$ cat src/rtl/energy_step_sequencer.sv
// Index sequencer: hands out PARALLELISM-wide index beats from 0 up to a latched
// target T, limits in-flight beats, and waits for all acks before signalling done.
//
// state   | meaning
// --------+-----------------------------------------------------------
// S_IDLE  | waiting for start_i && en_i
// S_RUN   | issuing beats; valid while outstanding < MAX_OUTSTANDING
// S_DRAIN | last beat accepted; waiting for outstanding acks
// S_DONE  | one-cycle done_o pulse, then back to idle
module energy_step_sequencer #(
    parameter int COUNTER_BITWIDTH = 8,
    parameter int PARALLELISM      = 4,
    parameter int MAX_OUTSTANDING  = 2
) (
    input  logic                        clk_i,
    input  logic                        rst_i,
    input  logic                        en_i,
    input  logic                        start_i,
    input  logic [COUNTER_BITWIDTH-1:0] target_i,
    input  logic                        abort_i,
    output logic                        idx_valid_o,
    input  logic                        idx_ready_i,
    output logic [COUNTER_BITWIDTH-1:0] idx_o,
    output logic [PARALLELISM-1:0]      lane_mask_o,
    output logic                        idx_last_o,
    input  logic                        ack_i,
    output logic                        busy_o,
    output logic                        done_o,
    output logic                        protocol_err_o
);
    // One extra index bit so idx + PARALLELISM never wraps before the compare.
    localparam int              IW      = COUNTER_BITWIDTH + 1;
    localparam logic [IW-1:0]   STEP    = IW'(PARALLELISM);
    localparam logic [3:0]      MAX_OUT = 4'(MAX_OUTSTANDING);

    typedef enum logic [1:0] {S_IDLE, S_RUN, S_DRAIN, S_DONE} state_t;

    state_t                        state, state_nxt;
    logic [IW-1:0]                 idx, idx_nxt;
    logic [COUNTER_BITWIDTH-1:0]   tgt, tgt_nxt;
    logic [3:0]                    outs, outs_nxt, outs_upd;
    logic                          valid, valid_nxt;
    logic                          err, err_nxt;
    logic                          hs, ack_ok, ack_bad, last;
    logic [IW-1:0]                 tgt_ext;
    logic [PARALLELISM-1:0]        mask;

    assign tgt_ext  = {1'b0, tgt};
    assign hs       = valid & idx_ready_i;
    assign ack_ok   = ack_i && (outs != 4'd0);
    assign ack_bad  = ack_i && (outs == 4'd0);
    assign last     = (idx + STEP) > tgt_ext;
    assign outs_upd = outs + {3'b000, hs} - {3'b000, ack_ok};

    always_comb begin
        mask = '0;
        for (int k = 0; k < PARALLELISM; k++) begin
            mask[k] = (idx + IW'(k)) <= tgt_ext;
        end
    end

    always_comb begin
        state_nxt = state;
        idx_nxt   = idx;
        tgt_nxt   = tgt;
        outs_nxt  = outs;
        err_nxt   = err | ack_bad;
        case (state)
            S_IDLE: begin
                if (start_i && en_i) begin
                    state_nxt = S_RUN;
                    tgt_nxt   = target_i;
                    idx_nxt   = '0;
                    outs_nxt  = '0;
                    err_nxt   = 1'b0;
                end
            end
            S_RUN: begin
                if (abort_i) begin
                    state_nxt = S_IDLE;
                    outs_nxt  = '0;
                end else begin
                    outs_nxt = outs_upd;
                    if (hs) begin
                        idx_nxt = idx + STEP;
                        if (last) state_nxt = S_DRAIN;
                    end
                end
            end
            S_DRAIN: begin
                if (abort_i) begin
                    state_nxt = S_IDLE;
                    outs_nxt  = '0;
                end else begin
                    outs_nxt = outs_upd;
                    if (outs_upd == 4'd0) state_nxt = S_DONE;
                end
            end
            S_DONE:  state_nxt = S_IDLE;
            default: state_nxt = S_IDLE;
        endcase
        // Registered valid: decided from next-cycle state so ready/ack never reach it combinationally.
        valid_nxt = (state_nxt == S_RUN) && (outs_nxt < MAX_OUT);
    end

    always_ff @(posedge clk_i) begin
        if (rst_i) begin
            state <= S_IDLE;
            idx   <= '0;
            tgt   <= '1;
            outs  <= '0;
            valid <= 1'b0;
            err   <= 1'b0;
        end else begin
            state <= state_nxt;
            idx   <= idx_nxt;
            tgt   <= tgt_nxt;
            outs  <= outs_nxt;
            valid <= valid_nxt;
            err   <= err_nxt;
        end
    end

    assign idx_valid_o    = valid;
    assign idx_o          = idx[COUNTER_BITWIDTH-1:0];
    assign lane_mask_o    = valid ? mask : '0;
    assign idx_last_o     = valid & last;
    assign busy_o         = (state == S_RUN) || (state == S_DRAIN);
    assign done_o         = (state == S_DONE);
    assign protocol_err_o = err;
endmodule

$ cat config.mk
export PLATFORM = sky130hd
export DESIGN_NAME = energy_step_sequencer
export DESIGN_NICKNAME = d
export VERILOG_FILES = /design/src/rtl/energy_step_sequencer.sv
export SDC_FILE = /design/constraint.sdc
export NUM_CORES = 1
export LEC_CHECK = 0
export BUFFER_PORTS_ARGS = -buffer_cell sky130_fd_sc_hd__buf_2
export CORE_MARGIN = 2
export CORE_UTILIZATION = 54
export DETAILED_ROUTE_END_ITERATION = 8
export GPL_ROUTABILITY_DRIVEN = 0
export GPL_TIMING_DRIVEN = 0
export PLACE_DENSITY = 0.83
export SYNTH_ARGS = -nofsm -noshare
export SYNTH_HDL_FRONTEND = slang
export SYNTH_SLANG_ARGS = --single-unit
$ cat constraint.sdc
create_clock -name clk_i -period 3.8 [get_ports clk_i]
set_input_delay 0 -clock clk_i [delete_from_list [all_inputs] [get_ports clk_i]]
set_output_delay 0 -clock clk_i [all_outputs]
set_load 0.1 [all_outputs]
# [Yosys cells after proc, flatten, opt, wreduce, memory -nomap -nowiden]
# Index checks and enable logic that the tools add are counted.
[word_totals] ff_bits=25 in_bits=15 out_inout_bits=17 word_cells=58
[op_classes] add_sub_neg=6 n_lt_le_gt_ge=6 eq_ne=7 muxes=17 bitwise=3 reduce_logical=13
[op_table] cell="less-or-equal comparator 9 x 8 -> 1 bit" count=4
[op_table] cell="two-way mux 9 bit" count=3
[op_table] cell="adder 9 x 2 -> 9 bit (second input constant)" count=2
[op_table] cell="one-hot mux 9 bit (2 select lines)" count=1
[op_table] cell="two-way mux 2 bit" count=6
[op_table] cell="two-way mux 4 bit" count=3
[op_table] cell="adder 9 x 1 -> 9 bit (second input constant)" count=1
[op_table] cell="adder 9 x 3 -> 9 bit (second input constant)" count=1
[op_table] cell="greater-than comparator 9 x 8 -> 1 bit" count=1
[op_table] cell="zero test 4 bit" count=2
[op_table] cell="one-hot mux 2 bit (4 select lines)" count=1
[op_table] cell="one-hot mux 4 bit (2 select lines)" count=1
[op_table] cell="inequality test 2 bit (second input constant)" count=3
[op_table] cell="adder 4 x 1 -> 4 bit" count=1
[op_table] cell="== test 2 x 1 -> 1 bit (second input constant)" count=2
[op_table] cell="== test 2 bit (second input constant)" count=2
[op_table] cell="logical AND 1 bit" count=4
[op_table] cell="< comparator 4 x 2 -> 1 bit (second input constant)" count=1
[op_table] cell="AND reduction 4 bit" count=1
[op_table] cell="nonzero test 4 bit" count=1
[op_table] cell="subtractor 4 x 1 -> 4 bit" count=1
[op_table] cell="AND 1 bit" count=2
[op_table] cell="zero test 2 bit" count=1
[op_table] cell="two-way mux 1 bit" count=2
[op_table] cell="5 further kinds" count=5

# [Depth between registers and ports, before layout]
[logic_depth] word_depth=9 depth_mapped=13 ltp_nobuf=13

# [Least setup slack after synthesis]
# Ideal clock, no wire load.
[synth_path] path_kind="register to register" from="reg valid (netlist: idx_valid_o)" to="reg valid (netlist: idx_valid_o)" setup_ns=0.060 t_arrival_ns=3.100 required_time_ns=3.740 slack_ns=0.640 path_stages_with_launch=11 path_buffers=0 period_less_slack_ns=3.160 cell_sequence="dfxtp_1 nand2_1 ha_1 inv_1 ha_1 fa_1 xor2_1 nor2_2 and3_1 a222oi_1 and3_1"
[synth_between] elab_chain_cells=9 word_cells_on_any_way=14 classes_between="add/sub (2); order compare (1); eq/ne (1); mux (7); bitwise (1); reduce/logical (2)"
[synth_rtl] element="start, declared" line="42" text="logic valid, valid_nxt;"
[synth_rtl] element="start signal, assigned" line="119" text="valid <= valid_nxt;"
[synth_rtl] element="AND 1 bit (*)" line="49" text="assign hs = valid & idx_ready_i;"
[synth_rtl] element="adder 4 x 1 -> 4 bit" line="53" text="assign outs_upd = outs + {3'b000, hs} - {3'b000, ack_ok};"
[synth_rtl] element="subtractor 4 x 1 -> 4 bit" line="53"
[synth_rtl] element="zero test 4 bit" line="96" text="if (outs_upd == 4'd0) state_nxt = S_DONE;"
[synth_rtl] element="two-way mux 2 bit" line="96"
[synth_rtl] element="two-way mux 2 bit" line="91" text="if (abort_i) begin"
[synth_rtl] element="one-hot mux 2 bit (4 select lines)" line="68" text="case (state)"
[synth_rtl] element="== test 2 x 1 -> 1 bit" line="103" text="valid_nxt = (state_nxt == S_RUN) && (outs_nxt < MAX_OUT);"
[synth_rtl] element="logical AND 1 bit (*)" line="103"
# Mark *: on every way between the ends. The rest lies on a longest branch, timed or not.
# A chain may end at the register's enable or synchronous reset.

# [Worst setup path in the final report]
[layout_path] from="reg outs[2]" to="reg valid (netlist: idx_valid_o)"
[layout_between] elab_chain_cells=9 word_cells_on_any_way=14 classes_between="add/sub (2); order compare (1); eq/ne (1); mux (6); reduce/logical (4)"
[layout_rtl] element="start, declared" line="41" text="logic [3:0] outs, outs_nxt, outs_upd;"
[layout_rtl] element="start signal, assigned" line="118" text="outs <= outs_nxt;"
[layout_rtl] element="parallel branches: the longest is 8 deep, another holds adder 4 x 1 -> 4 bit"
[layout_rtl] element="logical AND 1 bit (*)" line="103"
# Every way passes the cells marked *.

==> flow_summary.json <==
{
  "outcome": "complete, no violations",
  "hold_class": "input port to flip-flop",
  "max-vdd-ir-drop_mv": 0.2224,
  "clk_pin_slew_worst_paths_ps": 120,
  "die_h_um": 64.18,
  "grt_pass1_vias": 1772,
  "power_per_cell_area_nw_per_um2": 293.2,
  "ys.flop_type": "dfxtp_1",
  "period_share": 0.7815,
  "drtIter0Drc": 105,
  "yosysSeqAreaShare": 0.2354,
  "antenna-diode-count": 0,
  "slew_violations": 0,
  "initial_utilization": 0.5725,
  "synthTopCellsByArea": "dfxtp_1, ha_1, nor2_1, nand2_1, a21oi_1",
  "num-nets-final": 339,
  "cts_sinks": 23,
  "synth_top_area_frac": 0.2354,
  "num_vias": 1872,
  "endpoint_kind": "flip-flop",
  "wl_um": 4474,
  "routed_via_density": 5.588,
  "cts_buffer_depth": 2,
  "rows": 21,
  "synth-simple-area-share": 0.2156,
  "synth_top_family_by_area": "adder cells",
  "synth-async-reset-ratio": 0,
  "antenna_found_initial": 0,
  "path_max_fanout": 3,
  "cts_buffers": 3,
  "start_kind": "flip-flop",
  "avgSynthCellArea_um2": 7.982,
  "place_hpwl_um": 3474,
  "firstDrtPassIters": 4,
  "finalHoldViolations": 0,
  "finalCriticalPeriod_ps": 2970,
  "syn_area_um2": 1956,
  "clkLatencyLatePin_ps": 310,
  "cts_tree": "yes",
  "num_io_pins": 32,
  "final_antenna_net_count": 0,
  "synth_xor_area_frac": 0.03135,
  "grt_max_degree": 13,
  "clock-root-buffer": "clkbuf_4",
  "yosys.area.top_type": "dfxtp_1",
  "max_freq_mhz": 336.7,
  "route.detailed.drc": 0,
  "fillers": 316,
  "synthAdderAreaFrac": 0.2214,
  "coreArea_um2": 3416,
  "die_area_um2": 4119,
  "setup.worst_path.class": "flip-flop to flip-flop",
  "final.setup.tns_ps": 0,
  "syn_to_final_growth_pct": 17.02,
  "clock_skew_ps": 1.109,
  "post-route-util": 0.6700,
  "ys_seq_elements": 23,
  "drive_gt1_frac": 0.1661,
  "worstPathRequired_ps": 4060,
  "ys.warnings.count": 0,
  "synth_mux_area_frac": 0.005118,
  "multi_input_area_um2": 1321,
  "report.final.setup_viol": 0,
  "grt.overflow.total": 0,
  "drv_cap": 0,
  "synth_cells": 245,
  "grt_pass1_wl_um": 7845,
  "total_leakage_power_uw": 0.001127,
  "seqCellArea_um2": 460.4,
  "htreeDepth": 1,
  "grt_setup_unrepaired": "false",
  "grt_usage": 0.2346,
  "arrival_ps": 3230,
  "synth_compound_area_frac": 0.1983,
  "portBuffers": 29,
  "ys_types": 51,
  "synth_edf_count": 0,
  "wire_per_inst_um": 13.36,
  "die_w_um": 64.18
}
==> metrics by stage <==
stage	setup WS, ps	power [uW]	instance area [um2]	hold WS (ps)	cells
finish	830.2	670.9	2288	41.12	335
global route	621.7	713.2	2288	54.45	335
CTS	859.8	674.9	2288	36.44	335
detailed placement	900.5	555.3	2162	219.6	321
global placement	949.4	550.5	2162	209.8	321
floorplan	639.8	501.8	1959	69.07	246
==> repair_timing <==
| item | CTS | global route |
|---|---|---|
| buffers inserted | 0 | 0 |
| endpoints found under the hold margin | 11 | 0 |
| hold buffers | 10 | 0 |
| gates resized for setup | 0 | 0 |
==> layout make-up <==
type / instances / area share
inverters: 16 / 0.02624
plain buffers: 22 / 0.05139
flip-flops and latches: 23 / 0.2012
multi-input cells: 185 / 0.5774
repair buffers: 39 / 0.1072
well taps: 46 / 0.02515
clock buffers: 4 / 0.01148
==> cells in the final DEF, fill, tap and decap left out, drive strengths merged, types with 2 or more instances in the layout <==
master / Yosys / routed
dfxtp: 23 / 23
nand3b: 3 / 3
nand4: 3 / 3
o21a: 3 / 3
a21o: 4 / 4
xor2: 3 / 3
o21ai: 9 / 9
buf: 11 / 40
nand3: 14 / 14
inv: 15 / 15
o211ai: 7 / 7
o31a: 2 / 2
ha: 33 / 33
a22oi: 4 / 4
xnor2: 4 / 4
and3: 4 / 4
nor2b: 4 / 4
a211oi: 2 / 2
clkbuf: 11 / 15
dlygate4sd3: 0 / 10
nand2b: 2 / 2
nor3: 3 / 3
o31ai: 2 / 2
nor4: 4 / 4
nor2: 23 / 23
a21oi: 15 / 15
and2: 2 / 2
nand2: 19 / 19
conb: 1 / 2
==> worst max-delay path: stages, from the launching register on <==
cell and delay (ps):
dfxtp_1 350, inv_1 90, ha_1 140, nor3b_1 260, nor2b_1 90, ha_1 280, inv_1 40, ha_1 200
fa_1 380, xor2_1 250, nor2_2 80, and3_1 190, a222oi_1 380, and3_1 210
==> path summary, 6_finish.rpt <==
kind	slack (ps)	from	to	cells past startpoint
worst max-delay path	830	outs[2]	idx_valid_o	13
worst min-delay path	40	en_i	tgt[0]	4
worst max register to register	830	outs[2]	idx_valid_o	13
worst min register to register	530	protocol_err_o	protocol_err_o	2
==> routing by layer <==
| layer | up-vias | global-route usage | routed length (um) |
|---|---|---|---|
| met5 | - | 0 | 0 |
| met4 | 0 | 0.05585 | 29 |
| met3 | 4 | 0.02993 | 208 |
| met2 | 50 | 0.3919 | 2022 |
| met1 | 869 | 0.3207 | 2214 |
| li1 | 949 | - | - |
==> kinds of logic (layout without fill, tap and decap cells) <==
family | count (synthesis) | in the layout
DFF | 23 | 23
AOI/OAI and AO/OA | 57 | 57
xor gates and xnor gates | 7 | 7
buffers and inverters | 38 | 81
muxes | 1 | 1
and+or+nand+nor | 84 | 84
other | 1 | 2
adders and majority gates | 34 | 34
==> synth_stat cells (2+ instances only) <==
library cell	number
a22oi_1	4
buf_4	9
a21o_1	4
nand3_1	13
inv_1	15
nand4_1	3
ha_1	33
nor4_1	4
a211oi_1	2
o21ai_1	4
xor2_1	3
o21ai_0	4
nand2b_1	2
o21a_1	3
nor3_1	3
clkbuf_1	11
nand2_1	19
nor2b_1	4
and2_1	2
o31ai_1	2
nor2_1	22
and3_1	3
dfxtp_1	23
o31a_1	2
nand3b_1	3
a21oi_1	14
xnor2_1	4
o211ai_1	7
==> power breakdown <==
part           leakage (uW)  internal, uW  switching, uW
sequential         0.000188           255           15.2
combinational      0.000924          74.7            214
clock             0.0000150          41.0           70.6
==> flip-flops by register name (all words and copies together) (netlist names) <==
register and count:
protocol_err_o 1, idx 7, state 2, tgt 8, idx_valid_o 1, outs 4
Note: power is estimated with default switching activity, not from simulation.
